**src/rtl/store_align_unit.sv**
```systemverilog
`default_nettype none
// +----------------------------------------------------------------------------+
// | store_align_unit: aligns SB/SH/SW stores onto word lanes, splitting any     |
// | store that crosses a word boundary into two aligned writes.  Rev 1.0        |
// +----------------------------------------------------------------------------+
module store_align_unit (
  input  logic        clk,
  input  logic        rst_n,
  input  logic        st_valid,
  output logic        st_ready,
  input  logic [2:0]  st_funct3,
  input  logic [31:0] st_addr,
  input  logic [31:0] st_data,
  output logic        st_done,
  output logic        st_err,
  output logic        mem_req,
  output logic [31:0] mem_addr,
  output logic [31:0] mem_wdata,
  output logic [3:0]  mem_wstrb,
  input  logic        mem_ack
);

  typedef enum logic [2:0] {
    S_IDLE  = 3'd0,
    S_BEAT0 = 3'd1,
    S_BEAT1 = 3'd2,
    S_RESP  = 3'd3,
    S_ERR   = 3'd4
  } state_t;

  state_t      state_q;
  logic        mem_req_q;
  logic [31:0] mem_addr_q;
  logic [31:0] mem_wdata_q;
  logic [3:0]  mem_wstrb_q;
  logic        st_done_q;
  logic        st_err_q;
  logic [31:0] hi_addr_q;
  logic [31:0] hi_wdata_q;
  logic [3:0]  hi_wstrb_q;

  logic        w_legal;
  logic [3:0]  w_size_mask;
  logic [31:0] w_byte_mask;
  logic [7:0]  w_strb8;
  logic [63:0] w_data64;
  logic [31:0] w_word_addr;

  always_comb begin
    w_legal     = 1'b1;
    w_size_mask = 4'b1111;
    case (st_funct3)
      3'b000:  w_size_mask = 4'b0001;
      3'b001:  w_size_mask = 4'b0011;
      3'b010:  w_size_mask = 4'b1111;
      default: w_legal     = 1'b0;
    endcase
    w_byte_mask = {{8{w_size_mask[3]}}, {8{w_size_mask[2]}},
                   {8{w_size_mask[1]}}, {8{w_size_mask[0]}}};
    // Shifting into an 8-lane window exposes the spill into the next word.
    w_strb8     = {4'b0000, w_size_mask} << st_addr[1:0];
    w_data64    = {32'h0, st_data & w_byte_mask} << {st_addr[1:0], 3'b000};
    w_word_addr = {st_addr[31:2], 2'b00};
  end

  always_ff @(posedge clk or negedge rst_n) begin
    if (!rst_n) begin
      state_q     <= S_IDLE;
      mem_req_q   <= 1'b0;
      mem_addr_q  <= 32'h0;
      mem_wdata_q <= 32'h0;
      mem_wstrb_q <= 4'h0;
      st_done_q   <= 1'b0;
      st_err_q    <= 1'b0;
      hi_addr_q   <= 32'h0;
      hi_wdata_q  <= 32'h0;
      hi_wstrb_q  <= 4'h0;
    end else begin
      st_done_q <= 1'b0;
      st_err_q  <= 1'b0;
      case (state_q)
        S_IDLE: begin
          if (st_valid) begin
            if (w_legal) begin
              state_q     <= S_BEAT0;
              mem_req_q   <= 1'b1;
              mem_addr_q  <= w_word_addr;
              mem_wstrb_q <= w_strb8[3:0];
              mem_wdata_q <= w_data64[31:0];
              hi_addr_q   <= w_word_addr + 32'd4;
              hi_wstrb_q  <= w_strb8[7:4];
              hi_wdata_q  <= w_data64[63:32];
            end else begin
              state_q  <= S_ERR;
              st_err_q <= 1'b1;
            end
          end
        end
        S_BEAT0: begin
          if (mem_ack) begin
            if (hi_wstrb_q != 4'h0) begin
              state_q     <= S_BEAT1;
              mem_addr_q  <= hi_addr_q;
              mem_wstrb_q <= hi_wstrb_q;
              mem_wdata_q <= hi_wdata_q;
            end else begin
              state_q     <= S_RESP;
              mem_req_q   <= 1'b0;
              mem_addr_q  <= 32'h0;
              mem_wstrb_q <= 4'h0;
              mem_wdata_q <= 32'h0;
              st_done_q   <= 1'b1;
            end
          end
        end
        S_BEAT1: begin
          if (mem_ack) begin
            state_q     <= S_RESP;
            mem_req_q   <= 1'b0;
            mem_addr_q  <= 32'h0;
            mem_wstrb_q <= 4'h0;
            mem_wdata_q <= 32'h0;
            st_done_q   <= 1'b1;
          end
        end
        S_RESP:  state_q <= S_IDLE;
        S_ERR:   state_q <= S_IDLE;
        default: state_q <= S_IDLE;
      endcase
    end
  end

  assign st_ready  = (state_q == S_IDLE);
  assign st_done   = st_done_q;
  assign st_err    = st_err_q;
  assign mem_req   = mem_req_q;
  assign mem_addr  = mem_addr_q;
  assign mem_wdata = mem_wdata_q;
  assign mem_wstrb = mem_wstrb_q;

endmodule
`default_nettype wire

```
**config.mk**
```make
export PLATFORM = sky130hd
export DESIGN_NAME = store_align_unit
export DESIGN_NICKNAME = d
export VERILOG_FILES = /design/src/rtl/store_align_unit.sv
export SDC_FILE = /design/constraint.sdc
export NUM_CORES = 1
export LEC_CHECK = 0
export CORE_MARGIN = 10
export CORE_UTILIZATION = 50
export DETAILED_ROUTE_END_ITERATION = 8
export GPL_TIMING_DRIVEN = 0
export HOLD_SLACK_MARGIN = 0.06
export PLACE_DENSITY = 0.83
export SLEW_MARGIN = 15
export SYNTH_ARGS = -nofsm -noshare
export SYNTH_HDL_FRONTEND = slang
export SYNTH_SLANG_ARGS = --single-unit
export TNS_END_PERCENT = 10
```
**constraint.sdc**
```tcl
create_clock -name clk -period 6 [get_ports clk]
set_input_delay 1.5 -clock clk [delete_from_list [all_inputs] [get_ports clk]]
set_output_delay 1.5 -clock clk [all_outputs]
set_load 0.05 [all_outputs]
```
======== Word-level counts from Yosys, hierarchy flattened ========
Cells that the tools add are included.
word-level totals
  word-level logic and storage cells ...... 70
  output and inout port bits .............. 72
  register bits ........................... 142
operators by class
  add/subtract/negate cells ............... 1
  reductions and logical operators ........ 9
  shift operators ......................... 2
  bitwise gates (word level) .............. 1
  mux-type cells .......................... 38
  equal/unequal tests ..................... 9
operators with widths
  operator                                               count
  2-to-1 mux 32 bit                                      9
  case mux 32 bit (3 select lines)                       2
  << shifter 32 x 5 -> 64 bit                            1
  adder 32 x 3 -> 32 bit, second input constant          1
  bitwise AND 32 bit                                     1
  2-to-1 mux 4 bit                                       5
  2-to-1 mux 1 bit                                       13
  2-to-1 mux 3 bit                                       4
  case mux 4 bit (3 select lines)                        1
  case mux 3 bit (3 select lines)                        1
  inequality test 2 bit, second input constant           4
  case mux 4 bit (2 select lines)                        1
  << shifter 4 x 2 -> 8 bit                              1
  equality test 3 x 1 -> 1 bit, second input constant    2
  equality test 3 x 2 -> 1 bit, second input constant    2
  logical NOT 3 bit                                      2
  AND reduction 3 bit                                    2
  AND reduction 6 bit                                    1
  AND reduction 5 bit                                    1
  nonzero test 4 bit                                     1
  case mux 1 bit (3 select lines)                        1
  nonzero test 3 bit                                     1
  OR reduction 3 bit                                     1
  inequality test 2 x 1 -> 1 bit, second input constant  1
  case mux 1 bit (2 select lines)                        1

======== Depth between registers and ports, before layout ========
  depth after elaboration ................. 7
  depth in mapped cells ................... 8

======== Worst setup path before layout ========
No wires, ideal clock.
  path kind ............................... reg-to-output
  from .................................... register state_q[1]
  to ...................................... output st_ready
  cell stages (with the launch flop) ...... 3
  arrival time ............................ 1626 ps
  setup slack ............................. 2874 ps
  data required time ...................... 4500 ps
  cells stage by stage .................... dfrtp_1 -> buf_2 -> nor3_1
on the way
  longest elaborated chain between the ends .. 1
ends and longest elaborated chain
  item                    line  source
  from (decl)             31    state_t state_q;
  from (signal assigned)  68    state_q <= S_IDLE;
  from (signal assigned)  85    state_q <= S_BEAT0;
  from (signal assigned)  94    state_q <= S_ERR;
  logical NOT 3 bit       133   assign st_ready = (state_q == S_IDLE);
  to (decl)               10    output logic st_ready,
Every way passes these cells.

======== Worst setup path in the final report ========
Same ends and word-level chain as after synthesis.

==> metrics.md <==
| Metric | Value |
|---|---|
| Final WS setup | `~2300 ps` |
| Period utilization | `slightly above 60%` |
| Synthesis Warnings | `0` |
| Post-Route WL | `21.0 mm` |
| VDD IR-drop max | `around 0.31 mV` |
| CTS Sinks | `129` |
| Worst hold margin | `480 ps` |
| Initial core utilization | `between 50% and 60%` |
| Multi-input gate area | `around 3100 µm²` |
| Setup crit start kind | `register` |
| Critical Path End Type | `output port` |
| Post-Place Setup Slack | `about 2000 ps` |
| # fillers | `between 900 and 1k` |
| Clk_skew | `about 11 ps` |
| CTS Buffer Depth | `2` |
| Placer congestion estimate | `0.888` |
| Critical path fanouts, max | `8` |
| Max-slew headroom | `between 40% and 50%` |
| Die height | `around 140 µm` |
| Yosys reg bits | `129` |
| PortBufs | `between 100 and 150` |
| Total track usage | `around 23%` |
| Vias per inst | `between 6 and 7` |
| PwrDens | `between 500 and 600 nW/µm²` |
| Diodes inserted | `0` |
| Async SR Flop Fraction | `between 90% and 100%` |
| Post-synth EDFFs | `0` |
| Slew @ Worst Pin | `between 800 and 900 ps` |
| Post-synth top flop | `dfrtp_1` |
| Num CTS Buffers | `17` |
| Number of global-route vias before repair | `between 6k and 7k` |
| Crit path DAT | `between 2000 and 2500 ps` |
| HP Class | `reg2reg` |
| Post_cts resized | `0` |
| DRT antenna net count | `0` |
| Via Count | `between 6k and 7k` |
| DP Area | `between 8000 and 9000 µm²` |
| CP Class | `reg2out` |
| Core area | `between 10000 and 15000 µm²` |
| Synth Cell Area | `between 6000 and 7000 µm²` |
| CTS root buf | `clkbuf_16` |
| Final setup violating endpoints | `0` |
| Initial antenna violation count | `0` |
| Design Area, Final | `around 9000 µm²` |
| Clock-pin slew on the worst setup and hold paths | `around 50 ps` |
| Fmax | `around 0.27 GHz` |
| Row count | `42` |
| # Post-CTS Setup Buffers | `0` |
| I/O pins | `between 100 and 150` |
| Iteration-0 DRC Markers | `between 600 and 700` |
| # nets final | `863` |
| Largest net degree at the start of global routing | `67` |
| Status | `finished clean` |
| P&R area growth vs syn | `33.4%` |
| Register area | `between 3000 and 4000 µm²` |
| Worst-skew pair later-pin latency | `approximately 430 ps` |
| # H-tree levels | `4` |
| Count of cell types in the netlist | `53` |
| Max cap viols | `0` |
| Overall power | `4870 µW` |
| First-pass GRT wire length | `33.5 mm` |
| # DRC | `0` |
| RSZ-0062 raised after global routing | `false` |
| Max Slew Vio Count | `0` |
| Die Area | `18600 µm²` |
| Register area share after synthesis | `between 40% and 50%` |
| Setup TNS | `0 ps` |
| Synth Instances | `~630` |
| WL per Instance | `between 20 and 25 µm` |
| Hold Buf Count CTS | `0` |
| Drt pass-1 iters | `6` |
| Synth Area per Inst | `10.7 µm²` |
| CP required | `between 4000 and 5000 ps` |
| Final Hold Fails | `0` |
| Detail Placement HPWL | `about 15 mm` |
| Total gr overflow | `0` |
| CTS tree | `yes` |
| DIE WIDTH | `136 µm` |
| Post-layout min period | `about 3700 ps` |
| Share of layout cells above drive strength 1 | `16.0%` |
| Leakage power | `between 0.003 and 0.004 µW` |
==> metal layers <==
layer,vias up,global-route usage [%],wire (µm)
met2,348,36.8,10000
met5,-,0,0
met3,69,6.01,1780
li1,2682,-,-
met1,2977,27.7,8310
met4,0,12.0,830
==> cells in the final DEF (no fill, tap or decap), types with 10 or more instances in the layout <==
cell	netlist	final
o21ai_0	18	18
nor3_1	11	11
or4_1	11	11
a22o_1	55	55
nand2_1	45	45
nand2b_1	11	11
clkbuf_16	0	17
inv_1	26	26
clkdlybuf4s50_1	0	138
nor2_1	39	39
mux2_2	48	48
buf_2	18	18
mux2i_1	26	26
a31oi_1	18	18
o21ai_1	13	13
nand3_1	10	10
xor2_1	10	10
clkbuf_1	18	21
dfrtp_1	129	129
o31ai_1	12	12
a21oi_1	13	13
==> cells in the mapped netlist (10+ instances only) <==
cell,instances,area share [%]
dfrtp_1,129,48
a22o_1,55,7.1
mux2_2,48,8.0
nand2_1,45,2.5
nor2_1,39,2.2
inv_1,26,1.4
mux2i_1,26,3.9
a31oi_1,18,1.7
buf_2,18,1.3
clkbuf_1,18,1.0
o21ai_0,18,1.3
a21oi_1,13,0.96
o21ai_1,13,0.96
o31ai_1,12,1.3
nand2b_1,11,1.0
nor3_1,11,0.82
or4_1,11,1.2
nand3_1,10,0.74
xor2_1,10,1.3
==> final timing paths <==
path	start	end	slack, ps	cells after the start
min in group asynchronous	rst_n	hi_wdata_q[6]$_DFFE_PN0P_	1070	1
worst max register to register	state_q[0]$_DFFE_PN0P_	mem_wdata[9]$_DFFE_PN0P_	3520	7
worst max-delay path	state_q[1]$_DFFE_PN0P_	st_ready	2340	3
worst min register to register	hi_wdata_q[14]$_DFFE_PN0P_	hi_wdata_q[14]$_DFFE_PN0P_	480	2
worst min-delay path	hi_wdata_q[14]$_DFFE_PN0P_	hi_wdata_q[14]$_DFFE_PN0P_	480	2
max in group asynchronous	rst_n	hi_addr_q[9]$_DFFE_PN0P_	4170	2
==> worst max-delay path, stage by stage (launching register included) <==
cell	delay, ps
dfrtp_1	360
buf_2	160
nor3_1	340
clkdlybuf4s50_1	880
==> logic make-up (layout without fill, tap and decap cells) <==
family	Yosys count	after routing	synth area share [%]
and+or+nand+nor	157	157	12.2
buffers and inverters	77	247	5.74
DFF	129	129	47.8
xor gates and xnor gates	12	12	1.56
other	1	2	0.0555
AOI/OAI and AO/OA	180	180	20.6
muxes	74	74	11.9
adders and majority gates	1	1	0.185
==> flip-flops by register name, indices dropped and copies added, names as in the netlist <==
register	count
mem_wdata	32
st_err	1
mem_wstrb	4
mem_req	1
st_done	1
hi_wdata_q	24
hi_addr_q	30
hi_wstrb_q	3
state_q	3
mem_addr	30
==> cell type report <==
cell class	instances	area share (%)
repair buffers	140	15.8
plain buffers	51	3.22
flip-flops and latches	129	35.8
multi-input cells	426	34.9
well taps	176	2.45
clock inverters	5	1.11
inverters	26	1.08
clock buffers	25	5.61
==> power breakdown <==
group          internal, µW  total (µW)  switching (µW)  leakage [µW]
sequential             1250        1460             213       0.00161
clock                   702        1070             364      0.000299
combinational           905        2340            1430       0.00194
==> through the flow <==
stage	std cells	utilization, %
after floorplan	632	-
after global placement	947	63.2
after detailed placement	948	63.4
after CTS	978	68.0
after global routing	978	68.0
final	978	68.0
No activity file was read; power rests on OpenSTA's default activity.
